File: src/rtl/axi_stream_pkg.sv
// -----------------------------------------------------------------------------
// axi_stream_pkg
// Shared definitions for the AXI Stream header strip path:
//   - AXIS_DATA_WD : default stream data width in bits
//   - state_t      : packet state machine encoding
//   - keep_count   : number of leading (MSB-side) ones in a keep vector
//   - keep_from_count : MSB-contiguous keep vector holding a given byte count
// The helper functions are sized for the default data width.
// -----------------------------------------------------------------------------
package axi_stream_pkg;

    localparam int AXIS_DATA_WD = 32;
    localparam int AXIS_BYTE_WD = AXIS_DATA_WD / 8;
    localparam int AXIS_CNT_WD  = $clog2(AXIS_BYTE_WD);

    typedef enum logic [1:0] {
        IDLE   = 2'd0,
        FIRST  = 2'd1,
        STREAM = 2'd2,
        TAIL   = 2'd3
    } state_t;

    // Counts ones starting at the MSB lane and stops at the first zero.
    function automatic logic [AXIS_CNT_WD:0] keep_count(input logic [AXIS_BYTE_WD-1:0] keep);
        logic [AXIS_CNT_WD:0] cnt;
        logic                 run;
        cnt = '0;
        run = 1'b1;
        for (int i = AXIS_BYTE_WD - 1; i >= 0; i--) begin
            if (run && keep[i]) begin
                cnt = cnt + {{AXIS_CNT_WD{1'b0}}, 1'b1};
            end else begin
                run = 1'b0;
            end
        end
        return cnt;
    endfunction

    // cnt = 0 gives all zeros, cnt = AXIS_BYTE_WD gives all ones.
    function automatic logic [AXIS_BYTE_WD-1:0] keep_from_count(input logic [AXIS_CNT_WD:0] cnt);
        logic [AXIS_BYTE_WD-1:0] ones;
        ones = '1;
        return ~(ones >> cnt);
    endfunction

endpackage

File: src/rtl/axis_byte_realign.sv
// -----------------------------------------------------------------------------
// axis_byte_realign
// Combinational byte realignment for the header strip path. All words are
// MSB-justified (lane DATA_BYTE_WD-1 is the first byte on the wire).
//   i_residue   : bytes left over from the previous beat, zero-filled
//   i_res_cnt   : number of valid bytes in i_residue (R)
//   i_beat      : incoming beat data
//   i_beat_keep : incoming beat byte enables (MSB-contiguous)
//   i_strip     : strip byte count S (1..DATA_BYTE_WD)
//   o_header    : top S bytes of the masked beat, zero-filled below
//   o_merged    : residue followed by the leading bytes of the beat
//   o_leftover  : beat bytes below the top S lanes, shifted up to the MSB
//   o_beat_cnt  : valid byte count of the beat (L)
//   o_out_cnt   : R+L, meaningful when o_fits is set
//   o_fits      : R+L fits into a single output beat
//   o_tail_cnt  : R+L-DATA_BYTE_WD, meaningful when o_fits is clear
// -----------------------------------------------------------------------------
module axis_byte_realign
    import axi_stream_pkg::*;
#(
    parameter int DATA_WD      = AXIS_DATA_WD,
    parameter int DATA_BYTE_WD = DATA_WD / 8,
    parameter int BYTE_CNT_WD  = $clog2(DATA_BYTE_WD)
) (
    input  logic [DATA_WD-1:0]      i_residue,
    input  logic [BYTE_CNT_WD:0]    i_res_cnt,
    input  logic [DATA_WD-1:0]      i_beat,
    input  logic [DATA_BYTE_WD-1:0] i_beat_keep,
    input  logic [BYTE_CNT_WD:0]    i_strip,
    output logic [DATA_WD-1:0]      o_header,
    output logic [DATA_WD-1:0]      o_merged,
    output logic [DATA_WD-1:0]      o_leftover,
    output logic [BYTE_CNT_WD:0]    o_beat_cnt,
    output logic [BYTE_CNT_WD:0]    o_out_cnt,
    output logic                    o_fits,
    output logic [BYTE_CNT_WD:0]    o_tail_cnt
);

    localparam logic [BYTE_CNT_WD:0]   FULL_CNT   = (BYTE_CNT_WD + 1)'(DATA_BYTE_WD);
    localparam logic [BYTE_CNT_WD+1:0] FULL_CNT_X = (BYTE_CNT_WD + 2)'(DATA_BYTE_WD);

    logic [DATA_WD-1:0]     w_beat;
    logic [BYTE_CNT_WD+3:0] w_strip_sh;
    logic [BYTE_CNT_WD+3:0] w_res_sh;
    logic [BYTE_CNT_WD+1:0] w_total;

    // Disabled lanes are forced to zero so nothing stale leaks into the
    // header, the residue or the output beat.
    genvar gi;
    generate
        for (gi = 0; gi < DATA_BYTE_WD; gi++) begin : g_lane_mask
            assign w_beat[gi*8 +: 8] = i_beat_keep[gi] ? i_beat[gi*8 +: 8] : 8'h00;
        end
    endgenerate

    // Byte counts scaled to bit shifts; width covers S = DATA_BYTE_WD.
    assign w_strip_sh = {i_strip, 3'b000};
    assign w_res_sh   = {i_res_cnt, 3'b000};

    assign o_header   = w_beat & ~({DATA_WD{1'b1}} >> w_strip_sh);
    assign o_leftover = w_beat << w_strip_sh;
    assign o_merged   = i_residue | (w_beat >> w_res_sh);

    assign o_beat_cnt = keep_count(i_beat_keep);
    assign w_total    = {1'b0, i_res_cnt} + {1'b0, o_beat_cnt};
    assign o_fits     = (w_total <= FULL_CNT_X);
    assign o_out_cnt  = w_total[BYTE_CNT_WD:0];
    assign o_tail_cnt = w_total[BYTE_CNT_WD:0] - FULL_CNT;

endmodule

File: src/rtl/axi_stream_remove_header.sv
// -----------------------------------------------------------------------------
// axi_stream_remove_header
// Removes a per-packet number of leading bytes (S = byte_strip_cnt+1) from an
// AXI Stream packet and re-justifies the remaining payload to the MSB lane of
// every output beat. The removed bytes appear on header_out.
// Ports:
//   clk, rst                      : clock, synchronous active-high reset
//   valid_in/ready_in, data_in,
//   keep_in, last_in              : input stream
//   valid_out/ready_out, data_out,
//   keep_out, last_out            : realigned output stream (registered)
//   valid_strip/ready_strip,
//   byte_strip_cnt                : one strip count per packet, taken in IDLE
//   header_out, keep_header,
//   valid_header                  : stripped bytes, one-cycle pulse
//   err_empty                     : pulse when nothing remains after the strip
// -----------------------------------------------------------------------------
module axi_stream_remove_header
    import axi_stream_pkg::*;
#(
    parameter int DATA_WD      = AXIS_DATA_WD,
    parameter int DATA_BYTE_WD = DATA_WD / 8,
    parameter int BYTE_CNT_WD  = $clog2(DATA_BYTE_WD)
) (
    input  logic                    clk,
    input  logic                    rst,
    input  logic                    valid_in,
    output logic                    ready_in,
    input  logic [DATA_WD-1:0]      data_in,
    input  logic [DATA_BYTE_WD-1:0] keep_in,
    input  logic                    last_in,
    output logic                    valid_out,
    input  logic                    ready_out,
    output logic [DATA_WD-1:0]      data_out,
    output logic [DATA_BYTE_WD-1:0] keep_out,
    output logic                    last_out,
    input  logic                    valid_strip,
    output logic                    ready_strip,
    input  logic [BYTE_CNT_WD-1:0]  byte_strip_cnt,
    output logic [DATA_WD-1:0]      header_out,
    output logic [DATA_BYTE_WD-1:0] keep_header,
    output logic                    valid_header,
    output logic                    err_empty
);

    localparam logic [BYTE_CNT_WD:0] FULL_CNT = (BYTE_CNT_WD + 1)'(DATA_BYTE_WD);
    localparam logic [BYTE_CNT_WD:0] ONE_CNT  = (BYTE_CNT_WD + 1)'(1);

    state_t                  r_state;
    logic [BYTE_CNT_WD:0]    r_strip;
    logic [DATA_WD-1:0]      r_residue;
    logic [BYTE_CNT_WD:0]    r_res_cnt;
    logic                    r_valid_out;
    logic [DATA_WD-1:0]      r_data_out;
    logic [DATA_BYTE_WD-1:0] r_keep_out;
    logic                    r_last_out;
    logic [DATA_WD-1:0]      r_header;
    logic [DATA_BYTE_WD-1:0] r_keep_header;
    logic                    r_valid_header;
    logic                    r_err_empty;

    logic                    w_out_free;
    logic                    w_accept;
    logic [DATA_WD-1:0]      w_header;
    logic [DATA_WD-1:0]      w_merged;
    logic [DATA_WD-1:0]      w_leftover;
    logic [BYTE_CNT_WD:0]    w_beat_cnt;
    logic [BYTE_CNT_WD:0]    w_first_cnt;
    logic [BYTE_CNT_WD:0]    w_out_cnt;
    logic                    w_fits;
    logic [BYTE_CNT_WD:0]    w_tail_cnt;

    axis_byte_realign #(
        .DATA_WD      (DATA_WD),
        .DATA_BYTE_WD (DATA_BYTE_WD),
        .BYTE_CNT_WD  (BYTE_CNT_WD)
    ) u_realign (
        .i_residue   (r_residue),
        .i_res_cnt   (r_res_cnt),
        .i_beat      (data_in),
        .i_beat_keep (keep_in),
        .i_strip     (r_strip),
        .o_header    (w_header),
        .o_merged    (w_merged),
        .o_leftover  (w_leftover),
        .o_beat_cnt  (w_beat_cnt),
        .o_out_cnt   (w_out_cnt),
        .o_fits      (w_fits),
        .o_tail_cnt  (w_tail_cnt)
    );

    // The output register can take a new beat when empty or draining now.
    assign w_out_free = !r_valid_out || ready_out;

    // FIRST may emit an output beat (single-beat packet), so it waits for a
    // free output register just like STREAM; otherwise a stalled last beat
    // of the previous packet could be overwritten.
    assign ready_in    = ((r_state == FIRST) || (r_state == STREAM)) && w_out_free;
    assign ready_strip = (r_state == IDLE);
    assign w_accept    = valid_in && ready_in;

    // Valid bytes left after the strip on a first beat that is also last.
    assign w_first_cnt = w_beat_cnt - r_strip;

    always_ff @(posedge clk) begin
        if (rst) begin
            r_state        <= IDLE;
            r_strip        <= ONE_CNT;
            r_residue      <= '0;
            r_res_cnt      <= '0;
            r_valid_out    <= 1'b0;
            r_data_out     <= '0;
            r_keep_out     <= '0;
            r_last_out     <= 1'b0;
            r_header       <= '0;
            r_keep_header  <= '0;
            r_valid_header <= 1'b0;
            r_err_empty    <= 1'b0;
        end else begin
            r_valid_header <= 1'b0;
            r_err_empty    <= 1'b0;
            if (w_out_free) begin
                r_valid_out <= 1'b0;
            end

            case (r_state)
                IDLE: begin
                    if (valid_strip) begin
                        r_strip <= {1'b0, byte_strip_cnt} + ONE_CNT;
                        r_state <= FIRST;
                    end
                end

                FIRST: begin
                    if (w_accept) begin
                        r_header       <= w_header;
                        r_keep_header  <= keep_from_count(r_strip);
                        r_valid_header <= 1'b1;
                        r_residue      <= w_leftover;
                        r_res_cnt      <= FULL_CNT - r_strip;
                        if (last_in) begin
                            r_state <= IDLE;
                            if (w_beat_cnt <= r_strip) begin
                                r_err_empty <= 1'b1;
                            end else begin
                                r_valid_out <= 1'b1;
                                r_data_out  <= w_leftover;
                                r_keep_out  <= keep_from_count(w_first_cnt);
                                r_last_out  <= 1'b1;
                            end
                        end else begin
                            r_state <= STREAM;
                        end
                    end
                end

                STREAM: begin
                    if (w_accept) begin
                        r_valid_out <= 1'b1;
                        r_data_out  <= w_merged;
                        r_residue   <= w_leftover;
                        if (last_in && w_fits) begin
                            r_keep_out <= keep_from_count(w_out_cnt);
                            r_last_out <= 1'b1;
                            r_state    <= IDLE;
                        end else begin
                            r_keep_out <= '1;
                            r_last_out <= 1'b0;
                            // Residue count stays at DATA_BYTE_WD-S mid-packet;
                            // on an overflowing last beat it becomes the tail.
                            if (last_in) begin
                                r_res_cnt <= w_tail_cnt;
                                r_state   <= TAIL;
                            end
                        end
                    end
                end

                TAIL: begin
                    if (w_out_free) begin
                        r_valid_out <= 1'b1;
                        r_data_out  <= r_residue;
                        r_keep_out  <= keep_from_count(r_res_cnt);
                        r_last_out  <= 1'b1;
                        r_state     <= IDLE;
                    end
                end

                default: begin
                    r_state <= IDLE;
                end
            endcase
        end
    end

    assign valid_out    = r_valid_out;
    assign data_out     = r_data_out;
    assign keep_out     = r_keep_out;
    assign last_out     = r_last_out;
    assign header_out   = r_header;
    assign keep_header  = r_keep_header;
    assign valid_header = r_valid_header;
    assign err_empty    = r_err_empty;

endmodule

File: config.mk
export PLATFORM = sky130hd
export DESIGN_NAME = axi_stream_remove_header
export DESIGN_NICKNAME = d
export VERILOG_FILES = /design/src/rtl/axi_stream_pkg.sv /design/src/rtl/axis_byte_realign.sv /design/src/rtl/axi_stream_remove_header.sv
export SDC_FILE = /design/constraint.sdc
export NUM_CORES = 1
export LEC_CHECK = 0
export BUFFER_PORTS_ARGS = -buffer_cell sky130_fd_sc_hd__buf_2
export CAP_MARGIN = 20
export CELL_PAD_IN_SITES_DETAIL_PLACEMENT = 0
export CELL_PAD_IN_SITES_GLOBAL_PLACEMENT = 1
export CORE_ASPECT_RATIO = 0.6
export CORE_UTILIZATION = 41
export DETAILED_ROUTE_END_ITERATION = 6
export PLACE_DENSITY_LB_ADDON = 0.1
export SLEW_MARGIN = 20
export SYNTH_ARGS = -nofsm -noshare
export SYNTH_HDL_FRONTEND = slang
export SYNTH_HIERARCHICAL = 1
export SYNTH_SLANG_ARGS = --single-unit
export TNS_END_PERCENT = 1
File: constraint.sdc
create_clock -name clk -period 3.95 [get_ports clk]
set_input_delay 0.1975 -clock clk [delete_from_list [all_inputs] [get_ports clk]]
set_output_delay 0.1975 -clock clk [all_outputs]
set_load 0.01 [all_outputs]
==> impl_results.md <==
- RSZ-0062 raised after global routing: false
- CORE AREA: around 0.016 sq mm
- Finished Layout Cells: between 1000 and 1500
- Fin. Hold Viols: 0
- CTS root buffer: clkbuf_16
- Reg2reg start: r_res_cnt[1]
- Max_cap viols: 0
- H-tree depth: 4
- Worst Setup EP: keep_out[1]
- Worst Reg-to-Reg Cells: 9
- Synth Net Count: ~960
- Max FO, Critical Path: 8
- Num CTS Buffers: 17
- Max Slew Vio Count: 0
- Post-synth EDFFs: 0
- Commonest non-fill, non-tap cell in the layout: nand2_1
- CTS resizes: 0
- Cell variety after synth: 51
- Post-CTS Setup Bufs: 0
- Global route overflow: 0
- Largest net degree at the start of global routing: 92
- Final core occ: 0.496
- CP required: 4200 ps
- Clock skew: 6.34 ps
- Final wirelength: 25.6 mm
- GP Congestion: 0.974
- Port-buffer cells: 121
- Hold slack: 81.1 ps
- Worst slew pin tran: about 1200 ps
- CP arrival: 3430 ps
- Synth Instances: between 900 and 1000
- Post-synthesis cell area: approximately 0.0069 sq mm
- Gr usage total: 0.302
- Worst vdd rail ir drop: 327 uV
- Die height: just over 100 um
- Clock-pin slew on the worst setup and hold paths: 60 ps
- Top post-synthesis cells by area: dfxtp_1, nand2_1, a21oi_1
- Final TNS setup: 0 ps
- Seq cells post-synth: between 100 and 150
- Fin nets: roughly 1000
- Synth top area share: 0.336
- Status: complete, no violations
- Num Clock Sinks: 116
- Remaining DRCs: 0
- Post-synthesis area per instance: 7.65 sq um
- Final min period: 3170 ps
- Drt via density: 5.80
- Critical path endpoint category: register
- Die footprint: 0.0174 sq mm
- Largest area contributor in the netlist: dfxtp_1
- Initial antenna violation count: 0
- Tightest Hold Check Type: in -> reg
- Share of synthesized registers carrying an async set or reset: 0
- Fraction of layout instances using a drive strength above 1: 0.224
- Power Density: 511 mW/mm^2
- Placed cells: 1184
- DP Worst Slack: ~500 ps
- Final worst slack: 779 ps
- DR pass1 iterations: 5
- Seq/Total Area, Yosys: 0.336
- CTS max path bufs: 2
- Ys flop type: dfxtp_1
- Worst setup path start: r_res_cnt[1]
- Fmax: 315 MHz
- Number of global-route vias before repair: 6485
- Hold Buf Count CTS: 0
- Vias: a little over 7000
- Slew headroom: 0.232
- Reg-to-reg critical path endpoint: keep_out[1]
- Final Cycle Share: 0.803
- Worst-Skew Late Latency: 420 ps
- Routed length per instance: around 21 um
- Commonest cells after routing, fill and taps aside: nand2_1, buf_2, dfxtp_1
- Dpl hpwl: 17.9 mm
- Final setup vio count: 0
- Critical path class: reg -> reg
- Initial DRC count: slightly above 700
- Area Overhead vs Synth: 17.5%
- Row Count: 36
- Initial core utilization: 0.422
- Leakage: 0.00328 uW
- R2r setup slk: 780 ps
- Ys Warns: 6
- Antenna diode count: 0
- DRT antenna net count: 0
- Crit start category: register
- Boundary Pins: 122
- Die width: ~170 um
- CTS tree: done
- First-pass GRT wire length: between 30 and 40 mm
- Hold wc startpoint: valid_strip
## cell families after synthesis
| family | synth area share |
|---|---|
| flops | 0.336 |
| mux | 0.0305 |
| compound gates | 0.297 |
| fa+ha+maj | 0.0330 |
| simple gates | 0.231 |
| xor+xnor | 0.00254 |
| buf+inv | 0.0700 |
## worst min path at each step
stage,to,depth (start not counted)
global placement,header_out[14],2
finish,r_strip[1],3
global route,r_strip[2],3
detailed placement,header_out[15],2
CTS,r_strip[1],3
floorplan,err_empty,1
## state kept, by name, indices dropped and copies added (netlist names), 2 cells and up
register,count
data_out,32
keep_header,4
r_res_cnt,3
keep_out,4
r_state,2
header_out,32
r_strip,3
r_residue,32
## worst max-delay path: stages (launching register included)
cell and delay [ps]:
dfxtp_1 490, inv_1 180, fa_1 590, nand2b_1 80, a221o_1 320, a221oi_1 430
nand2_1 210, a211o_1 310, a221oi_1 280, a211oi_2 110
## Yosys cell counts, drive strengths merged (4+ instances only)
master / n
buf: 36
clkbuf: 46
nor2: 103
o21bai: 10
a221o: 7
a211oi: 43
a221oi: 4
nand3: 35
o21ai: 29
a311oi: 11
a22o: 32
nor2b: 9
ha: 15
nand3b: 9
inv: 17
mux4: 4
a21oi: 114
nand2: 179
dfxtp: 116
and3: 10
and3b: 7
a21o: 16
mux2: 8
a211o: 10
## metal layers
layer  up-vias  part of all wire  track usage
li1       3321                 -            -
met1      3345              0.49        0.437
met2       363              0.38        0.416
met3        28              0.12        0.110
met4         0             0.012       0.0845
met5         -                 0            0
## through the flow
step / power, uW / cell area [sq um]
after floorplan: 2230 / 6900
after global placement: 2560 / 7510
after detailed placement: 2580 / 7520
after CTS: 4160 / 8110
final: 4150 / 8110
after global routing: 4350 / 8110
## layout make-up
type                            count  area (sq um)
Clock buffer                       18           439
Timing Repair Buffer              136           733
Sequential cell                   116          2320
Multi-Input combinational cell    687          4120
Fill cell                        1659          8240
Tap cell                          228           285
Inverter                           17          63.8
Clock inverter                     14           150
## where the power goes
part,internal [uW],leakage [uW],switching [uW]
clock network,950,0.000283,616
registers,1300,0.000942,75.7
logic,424,0.00206,779
Note: power is estimated with default switching activity, not from simulation.
